--- config.mk ---
export PLATFORM = sky130hd
export DESIGN_NAME = protocolo_scheduler_flat
export DESIGN_NICKNAME = d
export VERILOG_FILES = /design/src/rtl/protocolo_scheduler_if.sv /design/src/rtl/protocolo_scheduler.sv /design/src/flat_wrapper.sv
export SDC_FILE = /design/constraint.sdc
export NUM_CORES = 1
export LEC_CHECK = 0
export ABC_CLOCK_PERIOD_IN_PS = 1900
export BUFFER_PORTS_ARGS = -buffer_cell sky130_fd_sc_hd__buf_2
export CAP_MARGIN = 0
export CORE_MARGIN = 2
export CORE_UTILIZATION = 49
export CTS_BUF_LIST = sky130_fd_sc_hd__clkbuf_2
export DETAILED_ROUTE_END_ITERATION = 10
export GPL_TIMING_DRIVEN = 1
export MAX_ROUTING_LAYER = met4
export PLACE_DENSITY = 0.89
export SLEW_MARGIN = 20
export SYNTH_ARGS = -nofsm -noshare
export SYNTH_HDL_FRONTEND = slang
export SYNTH_SLANG_ARGS = --single-unit
export TNS_END_PERCENT = 1
--- constraint.sdc ---
create_clock -name clk -period 1.9 [get_ports clk]
set_clock_uncertainty 0.2 [all_clocks]
set_input_delay 0.19 -clock clk [delete_from_list [all_inputs] [get_ports clk]]
set_output_delay 0.19 -clock clk [all_outputs]
set_load 0.02 [all_outputs]
--- src/rtl/protocolo_scheduler_if.sv ---
// protocolo_scheduler_if
//   Bundles the requester-side and engine-side signals of protocolo_scheduler.
//
//   Parameters
//     N_REQ    number of requesters (2..8)
//
//   Signals
//     req      [N_REQ]  per-requester pending request (level)
//     op       [N_REQ]  per-requester command select (0 = command A, 1 = command B)
//     grant    [N_REQ]  one-hot ownership of the protocol engine
//     done     [1]      one-cycle completion pulse
//     err      [1]      one-cycle error pulse, only together with done
//     done_id  [IDW]    index of the finishing requester, valid with done
//     busy     [1]      scheduler is not idle
//     eng_e    [2]      drive to the protocol engine E input
//     eng_y    [2]      protocol engine Y response
//
//   Modports
//     slave    the scheduler itself
//     master   the surrounding environment (requesters plus engine)
interface protocolo_scheduler_if #(
  parameter int N_REQ = 4
);
  localparam int IDW = $clog2(N_REQ);

  logic [N_REQ-1:0] req;
  logic [N_REQ-1:0] op;
  logic [N_REQ-1:0] grant;
  logic             done;
  logic             err;
  logic [IDW-1:0]   done_id;
  logic             busy;
  logic [1:0]       eng_e;
  logic [1:0]       eng_y;

  modport slave (
    input  req, op, eng_y,
    output grant, done, err, done_id, busy, eng_e
  );

  modport master (
    output req, op, eng_y,
    input  grant, done, err, done_id, busy, eng_e
  );
endinterface

--- src/rtl/protocolo_scheduler.sv ---
// protocolo_scheduler
//   Round-robin scheduler sharing one 2-bit handshake protocol engine among
//   N_REQ requesters. The winner's command is pushed through the engine with
//   a START / ARM / CHECK sequence, the engine response Y is checked at every
//   step, and completion (with error flag) is reported to the winner.
//
//   Optional feature: define PROTO_SCHED_RETRY_EN to allow one RECOVER-and-
//   retry per transaction after a response mismatch. Without it the first
//   mismatch finishes the transaction with err=1.
//
//   Ports
//     clk        rising-edge clock, shared with the protocol engine
//     reset      asynchronous, active-high
//     bus        protocolo_scheduler_if.slave (req/op/grant/done/err/done_id/
//                busy/eng_e/eng_y)
//     dbg_state  current FSM state encoding, for observation only
//
//   Handshake: a requester raises req (level) and keeps op stable until its
//   grant bit rises; req/op are sampled only in IDLE. The winner owns the
//   engine while grant is set. The transaction ends with a single-cycle done
//   (err qualifies it, done_id names the winner). A requester that still
//   holds req afterwards simply competes again under round-robin order.
module protocolo_scheduler #(
  parameter int N_REQ = 4
) (
  input  logic                   clk,
  input  logic                   reset,
  protocolo_scheduler_if.slave   bus,
  output logic [2:0]             dbg_state
);
  localparam int IDW = $clog2(N_REQ);

  typedef enum logic [2:0] {
    ST_IDLE    = 3'd0,
    ST_START   = 3'd1,
    ST_ARM     = 3'd2,
    ST_CHECK   = 3'd3,
`ifdef PROTO_SCHED_RETRY_EN
    ST_RECOVER = 3'd4,
`endif
    ST_FIN     = 3'd5
  } state_t;

  state_t         state;
  logic [IDW-1:0] cur_id;
  logic           cur_op;
  logic [IDW-1:0] last_id;
  logic           done_q;
  logic           err_q;
  logic [IDW-1:0] done_id_q;
`ifdef PROTO_SCHED_RETRY_EN
  logic           retry_used;
`endif

  logic           match_arm;
  logic           match_chk;
  logic           step_bad;
  logic           owns;
  logic [IDW-1:0] winner;

  // Round-robin pick: the first set bit at offsets 1..N_REQ from last.
  // Iterating from the far end lets the nearest offset overwrite the result.
  function automatic logic [IDW-1:0] rr_next(input logic [IDW-1:0] last,
                                             input logic [N_REQ-1:0] r);
    logic [IDW-1:0] idx;
    rr_next = last;
    for (int i = N_REQ; i >= 1; i--) begin
      idx = IDW'((int'(last) + i) % N_REQ);
      if (r[idx]) rr_next = idx;
    end
  endfunction

  assign winner    = rr_next(last_id, bus.req);
  // eng_y is the engine's Mealy output and is checked in the same cycle.
  assign match_arm = (bus.eng_y == 2'b01);
  assign match_chk = (bus.eng_y == {1'b1, cur_op});
  assign step_bad  = ((state == ST_ARM) && !match_arm) ||
                     ((state == ST_CHECK) && !match_chk);

  always_comb begin
    owns = (state == ST_START) || (state == ST_ARM) || (state == ST_CHECK);
`ifdef PROTO_SCHED_RETRY_EN
    if (state == ST_RECOVER) owns = 1'b1;
`endif
  end

  // E drive. In ARM the command is only issued on a good response; otherwise
  // E=00 sends the engine back to S0 so the next transaction starts clean.
  always_comb begin
    bus.eng_e = 2'b00;
    case (state)
      ST_START: bus.eng_e = 2'b01;
      ST_ARM:   bus.eng_e = match_arm ? {1'b1, cur_op} : 2'b00;
      default:  bus.eng_e = 2'b00;
    endcase
  end

  assign bus.grant   = owns ? (N_REQ'(1) << cur_id) : '0;
  assign bus.busy    = (state != ST_IDLE);
  assign bus.done    = done_q;
  assign bus.err     = err_q;
  assign bus.done_id = done_id_q;
  assign dbg_state   = state;

  always_ff @(posedge clk or posedge reset) begin
    if (reset) begin
      state      <= ST_IDLE;
      cur_id     <= '0;
      cur_op     <= 1'b0;
      last_id    <= IDW'(N_REQ - 1);
      done_q     <= 1'b0;
      err_q      <= 1'b0;
      done_id_q  <= '0;
`ifdef PROTO_SCHED_RETRY_EN
      retry_used <= 1'b0;
`endif
    end else begin
      done_q <= 1'b0;
      err_q  <= 1'b0;
      case (state)
        ST_IDLE: begin
`ifdef PROTO_SCHED_RETRY_EN
          retry_used <= 1'b0;
`endif
          if (|bus.req) begin
            cur_id  <= winner;
            cur_op  <= bus.op[winner];
            last_id <= winner;
            state   <= ST_START;
          end
        end
        ST_START: state <= ST_ARM;
        ST_ARM, ST_CHECK: begin
          if (step_bad) begin
`ifdef PROTO_SCHED_RETRY_EN
            if (!retry_used) begin
              retry_used <= 1'b1;
              state      <= ST_RECOVER;
            end else begin
              state     <= ST_FIN;
              done_q    <= 1'b1;
              err_q     <= 1'b1;
              done_id_q <= cur_id;
            end
`else
            state     <= ST_FIN;
            done_q    <= 1'b1;
            err_q     <= 1'b1;
            done_id_q <= cur_id;
`endif
          end else if (state == ST_ARM) begin
            state <= ST_CHECK;
          end else begin
            state     <= ST_FIN;
            done_q    <= 1'b1;
            err_q     <= 1'b0;
            done_id_q <= cur_id;
          end
        end
`ifdef PROTO_SCHED_RETRY_EN
        ST_RECOVER: state <= ST_START;
`endif
        ST_FIN:  state <= ST_IDLE;
        default: state <= ST_IDLE;
      endcase
    end
  end
endmodule
--- src/flat_wrapper.sv ---
// flat-port wrapper written by rule: the top's interface ports become plain ports
module protocolo_scheduler_flat 
#(
  parameter int N_REQ = 4
)
  (clk, reset, dbg_state, bus_req, bus_op, bus_eng_y, bus_grant, bus_done, bus_err, bus_done_id, bus_busy, bus_eng_e);
  protocolo_scheduler_if #(.N_REQ(N_REQ)) bus_i ();
  input  logic clk;
  input  logic reset;
  output logic [2:0] dbg_state;
  input wire logic [$bits(bus_i.req)-1:0] bus_req;
  input wire logic [$bits(bus_i.op)-1:0] bus_op;
  input wire logic [$bits(bus_i.eng_y)-1:0] bus_eng_y;
  output wire logic [$bits(bus_i.grant)-1:0] bus_grant;
  output wire logic [$bits(bus_i.done)-1:0] bus_done;
  output wire logic [$bits(bus_i.err)-1:0] bus_err;
  output wire logic [$bits(bus_i.done_id)-1:0] bus_done_id;
  output wire logic [$bits(bus_i.busy)-1:0] bus_busy;
  output wire logic [$bits(bus_i.eng_e)-1:0] bus_eng_e;
  assign bus_i.req = bus_req;
  assign bus_i.op = bus_op;
  assign bus_i.eng_y = bus_eng_y;
  assign bus_grant = bus_i.grant;
  assign bus_done = bus_i.done;
  assign bus_err = bus_i.err;
  assign bus_done_id = bus_i.done_id;
  assign bus_busy = bus_i.busy;
  assign bus_eng_e = bus_i.eng_e;
  protocolo_scheduler #(.N_REQ(N_REQ)) u_core (.clk(clk), .reset(reset), .bus(bus_i), .dbg_state(dbg_state));
endmodule
# [Word level (Yosys, flattened, before mapping)]
# Index checks and enable logic that the tools add are counted.
[totals] regBits=12 in_bits=12 wordCells=65
[classes] n_addsub=4 n_lt_le_gt_ge=5 n_eq_ne=7 shifts=1 mux=28 n_reduce_logical=13
[ops] op="$lt 2x3->1 const B" n=5
[ops] op="$mux 2" n=7
[ops] op="$bmux 1 s2" n=5
[ops] op="$mux 1" n=10
[ops] op="$mux 3" n=3
[ops] op="$pmux 3 s3" n=1
[ops] op="$eq 3x2->1 const B" n=2
[ops] op="$add 2x1->2 const B" n=2
[ops] op="$add 2x2->2 const B" n=2
[ops] op="$mux 4" n=1
[ops] op="$ne 2x1->1 const B" n=2
[ops] op="$pmux 2 s2" n=1
[ops] op="$reduce_and 2->1" n=2
[ops] op="$reduce_or 4->1" n=1
[ops] op="$shl 1x2->4 const A" n=1
[ops] op="$eq 3x1->1 const B" n=1
[ops] op="$logic_not 3->1" n=1
[ops] op="$logic_or 1x1->1" n=3
[ops] op="$reduce_bool 3->1" n=1
[ops] op="$eq 2x1->1 const B" n=1
[ops] op="$eq 2x2->1" n=1
[ops] op="$logic_and 1x1->1" n=2
[ops] op="$logic_not 1->1" n=2
[ops] op="$reduce_or 2->1" n=1

# [Logic depth before layout (Yosys ltp)]
[logic_depth] word_depth=9 ltp_mapped=6

# [Worst setup path before layout]
# No wires, ideal clock.
[synth_timing] kind="register -> output" from="register u_core.state[0], in the netlist u_core.dbg_state[0]" to="output port bus_eng_e[0]" arrival_time_ns=1.465 required_ns=1.510 path_slack_ns=0.045 stages_incl_launch_ff=5 path_buffers=0 path_cell_list="dfrtp_1 nor2_1 nand2_1 nor2_1 a22o_1"
[synth_via] elab_chain_len=2 elab_cells_between_ends=3 classes_between="eq/ne (2); mux (1)"
[synth_rtl] item="start, declared" line_no="protocolo_scheduler.sv:44" text="state_t state;"
[synth_rtl] item="start signal, assigned" line_no="protocolo_scheduler.sv:107" text="state <= ST_IDLE;"
[synth_rtl] item="start signal, assigned" line_no="protocolo_scheduler.sv:129" text="state <= ST_START;"
[synth_rtl] item="start signal, assigned" line_no="protocolo_scheduler.sv:132" text="ST_START: state <= ST_ARM;"
[synth_rtl] item="$eq 3x2->1 or $eq 3x1->1 (tied branches)" line_no="protocolo_scheduler.sv:91" text="case (state)"
[synth_rtl] item="$pmux 2 s2 (*)" line_no="protocolo_scheduler.sv:91"
[synth_rtl] item="end, declared" line_no="flat_wrapper.sv:19" text="output wire logic [$bits(bus_i.eng_e)-1:0] bus_eng_e;"
# Mark *: on every way between the ends. The rest lies on a longest branch, timed or not.

# [Worst setup path after layout]
# Ends and elaborated chain as after synthesis.

==> flow_summary_export.csv <==
group,metric,value,unit
finish,regArea,307,um^2
die,core_area,0.00128,mm^2
power,power.share.sequential,34.7,%
die,die_height,40.7,um
logic_synthesis,xor_xnor_portion_of_the_synthesized_cell_area,1.33,%
worst_setup_path,timing.rr.start,"u_core.last_id[1]$_DFFE_PP1P_",
worst_setup_path,worstPathMaxFanout,6,
power,ir_drop,0.00128,V
cts,insertion_delay,260,ps
logic_synthesis,synth.yosys.warnings,0,
die,floorplan.die_area,0.00166,mm^2
timing,setup_viol,0,
route,detail_route.vias_per_cell,5.48,
placed_design,placed_area,792,um^2
logic_synthesis,main_combinational_cell_family_by_area_after_synthesis,"simple AND/OR/NAND/NOR gates",
logic_synthesis,post_synth_and_or_nand_nor_area_fraction,24.3,%
logic_synthesis,synth_cell_types,30,
logic_synthesis,yosys.area_share.adder,0,%
finish,drive_above_1_share,45.0,%
grt,grt_antenna_before_repair,0,
logic_synthesis,synth.mux.area_fraction,6.45,%
finish,area_growth_syn_to_layout,34.3,%
grt,globalRouteOverflowTotal,0,
logic_synthesis,prevailing_post_synth_register_cell,"sky130_fd_sc_hd__dfrtp_1",
worst_setup_path,crit_path_start_kind,"flip-flop",
cts,tritoncts,"done",
cts,cts.htree.levels,1,
logic_synthesis,synth.yosys.seq_area_share,45.9,%
grt,number_of_global_route_vias_before_repair,555,
logic_synthesis,count_of_flip_flops_with_a_built_in_enable_after_synthesis,0,
power,power.density,1760,mW/mm^2
timing,finalSetupTns,0,ps
finish,n_antenna_cell,0,
cts,clockRootBuffer,"sky130_fd_sc_hd__clkbuf_2",
hold_path,end_point_of_the_most_critical_hold_path,"u_core.dbg_state[2]$_DFFE_PP0P_",
logic_synthesis,ys_ff_latch,12,
worst_setup_path,setup.worst_path.class,"flip-flop to output port",
worst_setup_path,r2r_setup_slack,100,ps
grt,largest_net_degree_at_the_start_of_global_routing,13,
logic_synthesis,synth_area,659,um^2
timing,max-slew-margin-rel,69.6,%
power,p_sw,724,uW
hold_path,min-delay-start,"bus_eng_y[1]",
worst_setup_path,setup.worst_path.end_class,"output port",
timing,max_slew.worst_pin.slew,456,ps
timing,report.final.hold_viol_count,0,
hold_path,min_path_type,"primary input to flip-flop",
die,die_width,40.7,um
power,pwr-share-clk,7.7,%
power,leakage_power_summed_over_all_cells,0.000449,uW
worst_setup_path,worst-endpoint-required,1510,ps
timing,top_achievable_clock_speed,548,MHz
timing,maxSlewViolCount,0,
outcome,outcome,"finished, final reports clean",
logic_synthesis,synth_area_leader_cell,"sky130_fd_sc_hd__dfrtp_1",
route,totalWireLength,1610,um
placed_design,port_buffers,25,
die,initial_utilization,51.3,%
logic_synthesis,postSynthNetCount,78,
die,placement_rows,13,
grt,gr-usage-all-layers,23.4,%
power,internal-power,835,uW
finish,layout.nets,114,
hold_path,whs_path_depth,3,
power,p_sw_share,46.4,%
finish,layout_cell_area_excl_fill,886,um^2
logic_synthesis,synthDominantCellAreaShare,38.0,%
logic_synthesis,post_syn_instances,66,
cts,cts_inserted_buffers,3,
timing,finalCritPeriodShare,96.1,%
finish,fillerInstances,95,
job,timing.max_cap.violations,0,
worst_setup_path,r2r_end,"u_core.cur_op$_DFFE_PP0P_",
route,post_drt_wl_per_cell,14.0,um
route,ant_nets,0,
timing,finalWorstPathRequiredPeriod,1830,ps
worst_setup_path,ff2ff_path_depth,5,
finish,multi_input_comb_area,344,um^2
die,io_pins,26,
logic_synthesis,synth.area.top_cells,"sky130_fd_sc_hd__dfrtp_1, sky130_fd_sc_hd__dfstp_2, sky130_fd_sc_hd__nor2_1",
cts,clk_pin_slew_worst_paths,110,ps
logic_synthesis,synth_compound_area_share,18.6,%
cts,cts_num_sinks,12,
logic_synthesis,synth_area_per_cell,9.99,um^2
power,pwr-share-comb,57.6,%
placed_design,finalWeightedCongestion,0.721,
route,initial_drc_count,11,
placed_design,place_hpwl,1150,um
grt,grt_pass1_wl,2350,um
route,drt_pre_antenna_iters,3,
logic_synthesis,async_reset_ff_share,100,%
cts,clk_path_buf_depth,2,
route,drt_drc_violations_left,0,
worst_setup_path,cp.arrival,1440,ps
route,via_total_after_detailed_routing,630,
-- what timing repair did --
action,CTS,global route
endpoints found under the setup margin,2,3
pin swaps,0,2
setup buffers,0,3
hold buffers,3,1
gates resized for setup,3,4
endpoints found under the hold margin,13,1
-- final cells by class --
cell class / count / share of cell area, %
repair buffers: 32 / 21.5
multi-input cells: 50 / 38.8
well taps: 15 / 2.12
flip-flops and latches: 12 / 34.6
clock buffers: 3 / 1.69
inverters: 3 / 1.27
-- logic make-up after synthesis --
family | count (synthesis)
buffers and inverters | 4
xor gates and xnor gates | 1
muxes | 4
AOI/OAI and AO/OA | 16
and+or+nand+nor | 29
DFF | 12
-- cell usage in the layout, fill, tap and decap left out, types with 2 or more instances in the layout --
| cell | instances |
|---|---|
| sky130_fd_sc_hd__a21o_1 | 4 |
| sky130_fd_sc_hd__mux2_2 | 2 |
| sky130_fd_sc_hd__clkbuf_2 | 3 |
| sky130_fd_sc_hd__inv_1 | 3 |
| sky130_fd_sc_hd__nor2_4 | 2 |
| sky130_fd_sc_hd__buf_4 | 4 |
| sky130_fd_sc_hd__dfrtp_1 | 7 |
| sky130_fd_sc_hd__dlygate4sd3_1 | 4 |
| sky130_fd_sc_hd__mux2i_1 | 2 |
| sky130_fd_sc_hd__nand2b_1 | 3 |
| sky130_fd_sc_hd__dfstp_2 | 2 |
| sky130_fd_sc_hd__o21a_1 | 2 |
| sky130_fd_sc_hd__nor3_1 | 2 |
| sky130_fd_sc_hd__a21oi_1 | 2 |
| sky130_fd_sc_hd__nor2_1 | 7 |
| sky130_fd_sc_hd__nand2_1 | 6 |
| sky130_fd_sc_hd__dfrtp_2 | 3 |
| sky130_fd_sc_hd__nor2_2 | 2 |
| sky130_fd_sc_hd__a31oi_1 | 2 |
| sky130_fd_sc_hd__buf_2 | 24 |
-- synth_stat cells (2+ instances only) --
master	instances
sky130_fd_sc_hd__dfrtp_1	10
sky130_fd_sc_hd__a21o_1	4
sky130_fd_sc_hd__mux2_2	2
sky130_fd_sc_hd__inv_1	3
sky130_fd_sc_hd__a21oi_1	2
sky130_fd_sc_hd__o21a_1	2
sky130_fd_sc_hd__nand2_1	6
sky130_fd_sc_hd__dfstp_2	2
sky130_fd_sc_hd__mux2i_1	2
sky130_fd_sc_hd__nor2_1	9
sky130_fd_sc_hd__nor3_1	2
sky130_fd_sc_hd__nand2b_1	3
sky130_fd_sc_hd__a31oi_1	2
-- metrics by stage --
| stage | hold slack, ps | std cells | power, uW | setup slack (ps) | util [%] |
|---|---|---|---|---|---|
| 2_1_floorplan | -147 | 66 | 1140 | 44.9 | - |
| 3_3_place_gp | 11.2 | 105 | 1330 | 180 | 61.6 |
| 3_5_place_dp | 9.86 | 105 | 1370 | 134 | 61.6 |
| 4_1_cts | 2.85 | 111 | 1500 | 3.89 | 65.6 |
| 5_1_grt | 71.7 | 115 | 1690 | -10.2 | 68.9 |
| 6_report | 50.5 | 115 | 1560 | 74.2 | 68.9 |
-- sequential cells by signal, indices dropped and copies added, names as in the netlist --
name and count:
u_core.last_id 2, u_core.dbg_state 3, u_core.cur_op 1, u_core.bus.err 1, u_core.bus.done 1, u_core.cur_id 2
u_core.bus.done_id 2
-- per-layer routing --
| metal | vias to the layer above | GRT usage [%] | part of all wire [%] |
|---|---|---|---|
| li1 | 306 | - | - |
| met1 | 297 | 25.6 | 40 |
| met2 | 19 | 36.1 | 51 |
| met3 | 8 | 10.3 | 4.5 |
| met4 | 0 | 11.7 | 4.4 |
| met5 | - | - | 0 |
-- worst max path at each step --
| stage | start | slack, ps | endpoint |
|---|---|---|---|
| floorplan | u_core.dbg_state[0]$_DFFE_PP0P_ | 40 | bus_eng_e[0] |
| global placement | u_core.last_id[1]$_DFFE_PP1P_ | 180 | u_core.cur_op$_DFFE_PP0P_ |
| detailed placement | u_core.last_id[1]$_DFFE_PP1P_ | 130 | u_core.cur_op$_DFFE_PP0P_ |
| CTS | u_core.dbg_state[0]$_DFFE_PP0P_ | 4 | bus_eng_e[0] |
| global route | u_core.dbg_state[0]$_DFFE_PP0P_ | -10 | bus_eng_e[0] |
| finish | u_core.dbg_state[0]$_DFFE_PP0P_ | 70 | bus_eng_e[0] |
-- worst max-delay path: stages, from the launching register on --
cell and delay [ps]:
sky130_fd_sc_hd__dfrtp_2 470, sky130_fd_sc_hd__nor2_4 140, sky130_fd_sc_hd__nand2_1 80, sky130_fd_sc_hd__nor2_2 170
sky130_fd_sc_hd__a22o_1 170, sky130_fd_sc_hd__buf_4 140
-- power by group through the flow --
stage / clock network [uW] / logic, uW / registers (uW)
2_1_floorplan: 0 / 561 / 581
3_3_place_gp: 0 / 801 / 530
3_5_place_dp: 0 / 830 / 540
4_1_cts: 119 / 847 / 537
5_1_grt: 134 / 987 / 566
6_report: 120 / 898 / 541
No activity file was read; power rests on OpenSTA's default activity.
